File: src/rtl/goertz_run_scheduler.sv
// Run scheduler for the dual-Goertzel datapath: fetches coefficient pairs, launches both cores, waits for both.
// Optional watchdog enabled by defining GOERTZ_SCHED_TIMEOUT_EN.
module goertz_run_scheduler #(
    parameter int NUM_RUNS    = 10,
    parameter int RUN_W       = 9,
    parameter int D_W         = 16,
    parameter int CAPT_DLY    = 1,
    parameter int TIMEOUT_CYC = 4096
) (
    input  logic             sys_clk,
    input  logic             sys_rst_n,
    input  logic             block_start,
    output logic             coeffs_rq,
    input  logic             coeff_d_ready,
    input  logic [D_W-1:0]   sin_in,
    input  logic [D_W-1:0]   cos_in,
    output logic [D_W-1:0]   coeff_a_sin,
    output logic [D_W-1:0]   coeff_a_cos,
    output logic [D_W-1:0]   coeff_b_sin,
    output logic [D_W-1:0]   coeff_b_cos,
    output logic             core_a_start,
    output logic             core_b_start,
    input  logic             core_a_done,
    input  logic             core_b_done,
    output logic [RUN_W-1:0] run_idx,
    output logic             busy,
    output logic             block_done,
    output logic             err_overrun,
    output logic             err_timeout
);

    typedef enum logic [3:0] {
        IDLE, REQ_A, WAIT_A, CAP_A, REQ_B, WAIT_B, CAP_B, LAUNCH, RUN, NEXT
    } state_t;

    localparam logic [RUN_W-1:0] LAST_IDX = RUN_W'(NUM_RUNS - 2);
    localparam logic [1:0]       CAP_LAST = 2'(CAPT_DLY - 1);

    state_t     state, state_n;
    logic [1:0] cap_cnt;
    logic       done_a, done_b;
    logic       done_a_nx, done_b_nx;
    logic       cap_a, cap_b, launch;
    logic       last_pair;

    assign done_a_nx    = done_a | core_a_done;
    assign done_b_nx    = done_b | core_b_done;
    assign last_pair    = (run_idx == LAST_IDX);
    assign busy         = (state != IDLE);
    assign core_a_start = launch;
    assign core_b_start = launch;

`ifdef GOERTZ_SCHED_TIMEOUT_EN
    localparam int WD_W = $clog2(TIMEOUT_CYC + 1);

    logic [WD_W-1:0] wd_cnt;
    logic            wd_active, wd_hit;

    assign wd_active = (state == WAIT_A) || (state == WAIT_B) || (state == RUN);
    assign wd_hit    = wd_active && (wd_cnt == WD_W'(TIMEOUT_CYC - 1));

    always_ff @(posedge sys_clk or negedge sys_rst_n) begin
        if (!sys_rst_n) begin
            wd_cnt      <= '0;
            err_timeout <= 1'b0;
        end else begin
            if (state_n != state) wd_cnt <= '0;
            else if (wd_active)   wd_cnt <= wd_cnt + 1'b1;
            if (wd_hit) err_timeout <= 1'b1;
        end
    end
`else
    assign err_timeout = 1'b0;
`endif

    always_comb begin
        state_n   = state;
        coeffs_rq = 1'b0;
        launch    = 1'b0;
        cap_a     = 1'b0;
        cap_b     = 1'b0;
        case (state)
            // a start coinciding with block_done is treated as arriving while busy
            IDLE:   if (block_start && !block_done) state_n = REQ_A;
            REQ_A:  begin coeffs_rq = 1'b1; state_n = WAIT_A; end
            WAIT_A: if (coeff_d_ready) state_n = CAP_A;
            CAP_A:  if (cap_cnt == CAP_LAST) begin cap_a = 1'b1; state_n = REQ_B; end
            REQ_B:  begin coeffs_rq = 1'b1; state_n = WAIT_B; end
            WAIT_B: if (coeff_d_ready) state_n = CAP_B;
            CAP_B:  if (cap_cnt == CAP_LAST) begin cap_b = 1'b1; state_n = LAUNCH; end
            LAUNCH: begin launch = 1'b1; state_n = RUN; end
            RUN:    if (done_a_nx && done_b_nx) state_n = NEXT;
            NEXT:   state_n = last_pair ? IDLE : REQ_A;
            default: state_n = IDLE;
        endcase
`ifdef GOERTZ_SCHED_TIMEOUT_EN
        if (wd_hit) state_n = IDLE;
`endif
    end

    always_ff @(posedge sys_clk or negedge sys_rst_n) begin
        if (!sys_rst_n) begin
            state       <= IDLE;
            run_idx     <= '0;
            cap_cnt     <= '0;
            done_a      <= 1'b0;
            done_b      <= 1'b0;
            coeff_a_sin <= '0;
            coeff_a_cos <= '0;
            coeff_b_sin <= '0;
            coeff_b_cos <= '0;
            block_done  <= 1'b0;
            err_overrun <= 1'b0;
        end else begin
            state      <= state_n;
            block_done <= (state == NEXT) && last_pair;

            if (state == IDLE && state_n == REQ_A)  run_idx <= '0;
            else if (state == NEXT && !last_pair)   run_idx <= run_idx + RUN_W'(2);

            // capture delay counter restarts on every state change
            if (state_n != state)                     cap_cnt <= '0;
            else if (state == CAP_A || state == CAP_B) cap_cnt <= cap_cnt + 1'b1;

            if (launch) begin
                done_a <= 1'b0;
                done_b <= 1'b0;
            end else if (state == RUN) begin
                done_a <= done_a_nx;
                done_b <= done_b_nx;
            end

            if (cap_a) begin
                coeff_a_sin <= sin_in;
                coeff_a_cos <= cos_in;
            end
            if (cap_b) begin
                coeff_b_sin <= sin_in;
                coeff_b_cos <= cos_in;
            end

            if (block_start && (busy || block_done)) err_overrun <= 1'b1;
        end
    end

endmodule

File: config.mk
export PLATFORM = sky130hd
export DESIGN_NAME = goertz_run_scheduler
export DESIGN_NICKNAME = d
export VERILOG_FILES = /design/src/rtl/goertz_run_scheduler.sv
export SDC_FILE = /design/constraint.sdc
export NUM_CORES = 1
export LEC_CHECK = 0
export ABC_CLOCK_PERIOD_IN_PS = 2400
export CORE_ASPECT_RATIO = 1.4
export CORE_MARGIN = 2
export CORE_UTILIZATION = 30
export CTS_CLUSTER_DIAMETER = 150
export DETAILED_ROUTE_END_ITERATION = 10
export PLACE_DENSITY = 0.54
export SKIP_LAST_GASP = 1
export SYNTH_ARGS = -nofsm -noshare
export SYNTH_HDL_FRONTEND = slang
export SYNTH_SLANG_ARGS = --single-unit
File: constraint.sdc
create_clock -name sys_clk -period 2.4 [get_ports sys_clk]
set_clock_uncertainty 0.15 [all_clocks]
set_input_delay 0.24 -clock sys_clk [delete_from_list [all_inputs] [get_ports sys_clk]]
set_output_delay 0.24 -clock sys_clk [all_outputs]
set_load 0.005 [all_outputs]
==> reports/metrics.sh <==
STATIC-LEAKAGE-POWER_uW=0.00232
HPWLAFTERDP_UM=5730
N_ANTENNA_CELL=0
TRITONCTS_NUM_SINKS=82
R2R.WORST_PATH.CELLS=6
DRT_PASS1_ITERATIONS=4
TIMING_MAX_TRANSITION_VIOLATIONS_FINAL=0
SYN_AREA_PER_CELL_SQ_UM=14.5
RESULT_OF_THE_RUN='finished clean'
TOTALNEGATIVESETUPSLACK_NS=0
MAX-CLOCK-PATH-BUFFERS=2
DIE_H_UM=133
SYNTH_TOP_AREA_SHARE=0.579
CRITICAL_PATH_PEAK_FANOUT=11
GRT_START_MAX_NET_PINS=48
ROUTED_WIRELENGTH_UM=8140
SYNTH_TOP_FLOP_CELL='sky130_fd_sc_hd__dfrtp_1'
CTS_HOLD_BUFFERS=1
PD_CELLS_mW_PER_MM2=1320
POWER.TOTAL_uW=6860
CRITPATHARRIVALTIME_NS=1.89
POST_SYNTH_INST_COUNT=244
INITIALDRTVIOLATIONCOUNT=53
TRITONCTS='built'
YOSYS_REGISTER_BITS=82
INITIAL_CORE_UTIL=0.303
ACHIEVABLE-FREQUENCY_MHz=439
FIRST_GLOBAL_VIAS=2536
FINAL_NET_COUNT=407
MAX-SLEW-MARGIN-REL=0.638
DIE_WIDTH_UM=95.9
CTS.ROOT.BUFFER_CELL='sky130_fd_sc_hd__clkbuf_16'
WORSTREG2REGSTART='cap_cnt[0]'
POST-CTS-SETUP-BUFFERS=0
NUM_ROWS=47
TOP_LEVEL_PORTS=118
ROUTABILITY_CONG=0.744
SETUP_REPAIR_AFTER_GLOBAL_ROUTING_MISSED_ITS_MARGIN='false'
CTS_BUFFER_COUNT=9
SYNTH_ENABLE_FLOP_CELLS=0
WHS_NS=0.254
REG2REG_SLACK_NS=0.16
AREAGROWTHSYNTHTOFINISH_PCT=47.0
SYNTHTOPCELLSBYAREA='sky130_fd_sc_hd__dfrtp_1 (58%), sky130_fd_sc_hd__mux2_4 (13%), sky130_fd_sc_hd__mux2_2 (10%), sky130_fd_sc_hd__buf_4 (1.5%), sky130_fd_sc_hd__xor2_1 (1.5%)'
POST_SYNTH_NUM_CELL_TYPES=44
FIRST_PASS_GRT_WIRE_LENGTH_UM=13200
DIE_OUTLINE_AREA_SQ_MM=0.0127
LAYOUT.FILLER_CELLS=1106
SYN_AREA_SQ_MM=0.00355
ASYNC_FLOP_SHARE=1.00
FINALHOLDVIOLCOUNT=0
GR-USAGE-ALL-LAYERS=0.135
PLACE_WS_NS=0.165
SYNTHDOMINANTAREACELLTYPE='sky130_fd_sc_hd__dfrtp_1'
ENDPOINT_KIND='output pin'
CP_MAX_DELAY_CELL='sky130_fd_sc_hd__clkdlybuf4s50_1'
PLACEMENT.CELL_AREA_SQ_MM=0.00488
NUMBER_OF_ANTENNA_VIOLATIONS_AT_THE_FIRST_CHECK_IN_GLOBAL_ROUTING=0
WORST_SETUP_PATH_STARTPOINT='state[2]'
ROUTED_WIRE_LENGTH_PER_INSTANCE_UM=15.7
CTS.REPORTEDPATHS.CLKPINSLEW_NS=0.06
CTS_RESIZED=0
PEAKVDDDROP_mV=0.453
CLOCK_TREE.HTREE_LEVEL_COUNT=3
DRIVE_ABOVE_1_SHARE=0.253
CORE_AREA_SQ_MM=0.0117
CRITICAL-PATH-MAX-STAGE-DELAY_NS=0.47
WORST-ENDPOINT-REQUIRED_NS=2.01
CRITICAL_PATH_CLASS='flop to output pin'
YOSYSWARNINGCOUNT=0
ENDPOINT='busy'
WORST_SKEW_PAIR.LATE_LATENCY_NS=0.33
FINAL_COMMON_CELL='sky130_fd_sc_hd__clkdlybuf4s50_1'
FIN_WS_NS=0.120
GLOBAL_ROUTE.OVERFLOW_TOTAL=0
SETUP.WORST_PATH.START_CLASS='flop'
FINAL_AREA_SQ_MM=0.00521
ANTENNA_VIOLATING_NETS_POST_ROUTE=0
CAP_VIOL_MAX_COUNT=0
IO_BUFFERS=115
SYNTH.YOSYS.SEQ_AREA_SHARE=0.579
LAYOUT_WORST_PATH_CYCLE_SHARE=0.950
POST-ROUTE-DRC-COUNT=0
R2R_END='coeff_b_sin[3]'
DETAIL_ROUTE.VIAS_PER_CELL=4.61
DR_TOTAL_VIAS=2390
SETUP_VIOL=0
CRIT_PATH_CELL_TRACE='buf_4 > nor3_1 > nand2b_1 > clkdlybuf4s50_1'
MOST_FREQUENT_CELLS_IN_THE_LAYOUT='sky130_fd_sc_hd__clkdlybuf4s50_1 (114), sky130_fd_sc_hd__dfrtp_1 (82), sky130_fd_sc_hd__mux2_2 (33)'
FIN_CRIT_NS=2.28
TIGHTEST_SLEW_NS=0.535
HOLD_PATH.CLASS='input port to asynchronous set/reset pin'
-- cell usage after synthesis (2+ instances only) --
master / instances
sky130_fd_sc_hd__dfrtp_1: 82
sky130_fd_sc_hd__mux2_2: 33
sky130_fd_sc_hd__mux2_4: 30
sky130_fd_sc_hd__nor2_1: 12
sky130_fd_sc_hd__buf_4: 7
sky130_fd_sc_hd__xor2_1: 6
sky130_fd_sc_hd__inv_1: 5
sky130_fd_sc_hd__nand2b_1: 5
sky130_fd_sc_hd__nand4_1: 5
sky130_fd_sc_hd__and3_1: 4
sky130_fd_sc_hd__mux2i_1: 4
sky130_fd_sc_hd__o21ai_0: 4
sky130_fd_sc_hd__a21oi_1: 3
sky130_fd_sc_hd__buf_2: 3
sky130_fd_sc_hd__buf_6: 3
sky130_fd_sc_hd__nor3_1: 3
sky130_fd_sc_hd__nor3b_1: 3
sky130_fd_sc_hd__a21o_1: 2
sky130_fd_sc_hd__clkbuf_1: 2
sky130_fd_sc_hd__ha_1: 2
sky130_fd_sc_hd__nand2_1: 2
sky130_fd_sc_hd__xnor2_1: 2
-- sequential cells by signal (all words and copies together), names as in the netlist --
name         cells
block_done       1
cap_cnt          2
coeff_a_cos     16
coeff_a_sin     16
coeff_b_cos     16
coeff_b_sin     16
done_a           1
done_b           1
err_overrun      1
run_idx          8
state            4
-- metal layers --
layer,vias to the layer above,wire length (um),GRT usage
li1,1105,-,-
met1,1203,3370,0.163
met2,72,4270,0.226
met3,10,378,0.0353
met4,0,126,0.0532
met5,-,0,0
-- kinds of logic after synthesis --
logic type / count (synthesis) / synth area share
xor gates and xnor gates: 8 / 0.0198
buffers and inverters: 21 / 0.0370
muxes: 68 / 0.246
other: 1 / 0.00106
DFF: 82 / 0.579
and+or+nand+nor: 44 / 0.0745
AOI/OAI and AO/OA: 18 / 0.0356
adders and majority gates: 2 / 0.00706
-- per-stage QoR --
stage / instances / util
finish: 519 / 0.445
global route: 519 / 0.445
CTS: 519 / 0.445
detailed placement: 502 / 0.417
global placement: 502 / 0.417
floorplan: 245 / -
-- worst min-delay path by stage --
stage | startpoint | to | cells after the start
after floorplan | sys_rst_n | block_done | 0
after global placement | sys_rst_n | coeff_b_sin[5] | 1
after detailed placement | sys_rst_n | coeff_b_sin[5] | 1
after CTS | sys_rst_n | coeff_b_sin[5] | 2
after global routing | sys_rst_n | coeff_b_sin[5] | 2
final | sys_rst_n | coeff_b_sin[5] | 2
-- critical path, delay by kind of cell, from the launching register on --
kind	cells	cell delay [ns]
buffers and inverters	2	0.65
flip-flops	1	0.38
AND/OR/NAND/NOR	2	0.53
-- area by class of cell --
type	count	area, sq um	share of cell area
inverters	6	22.5	0.00432
clock buffers	10	229	0.0439
clock inverters	6	90.1	0.0173
well taps	147	184	0.0353
multi-input cells	142	1380	0.264
repair buffers	126	1260	0.241
flip-flops and latches	82	2050	0.394
-- report_power, final --
part / leakage (uW) / internal [uW] / switching, uW
registers: 0.000992 / 2010 / 359
clock network: 0.000153 / 915 / 552
logic: 0.00118 / 2040 / 982
Power figures use the tool's default switching activity.
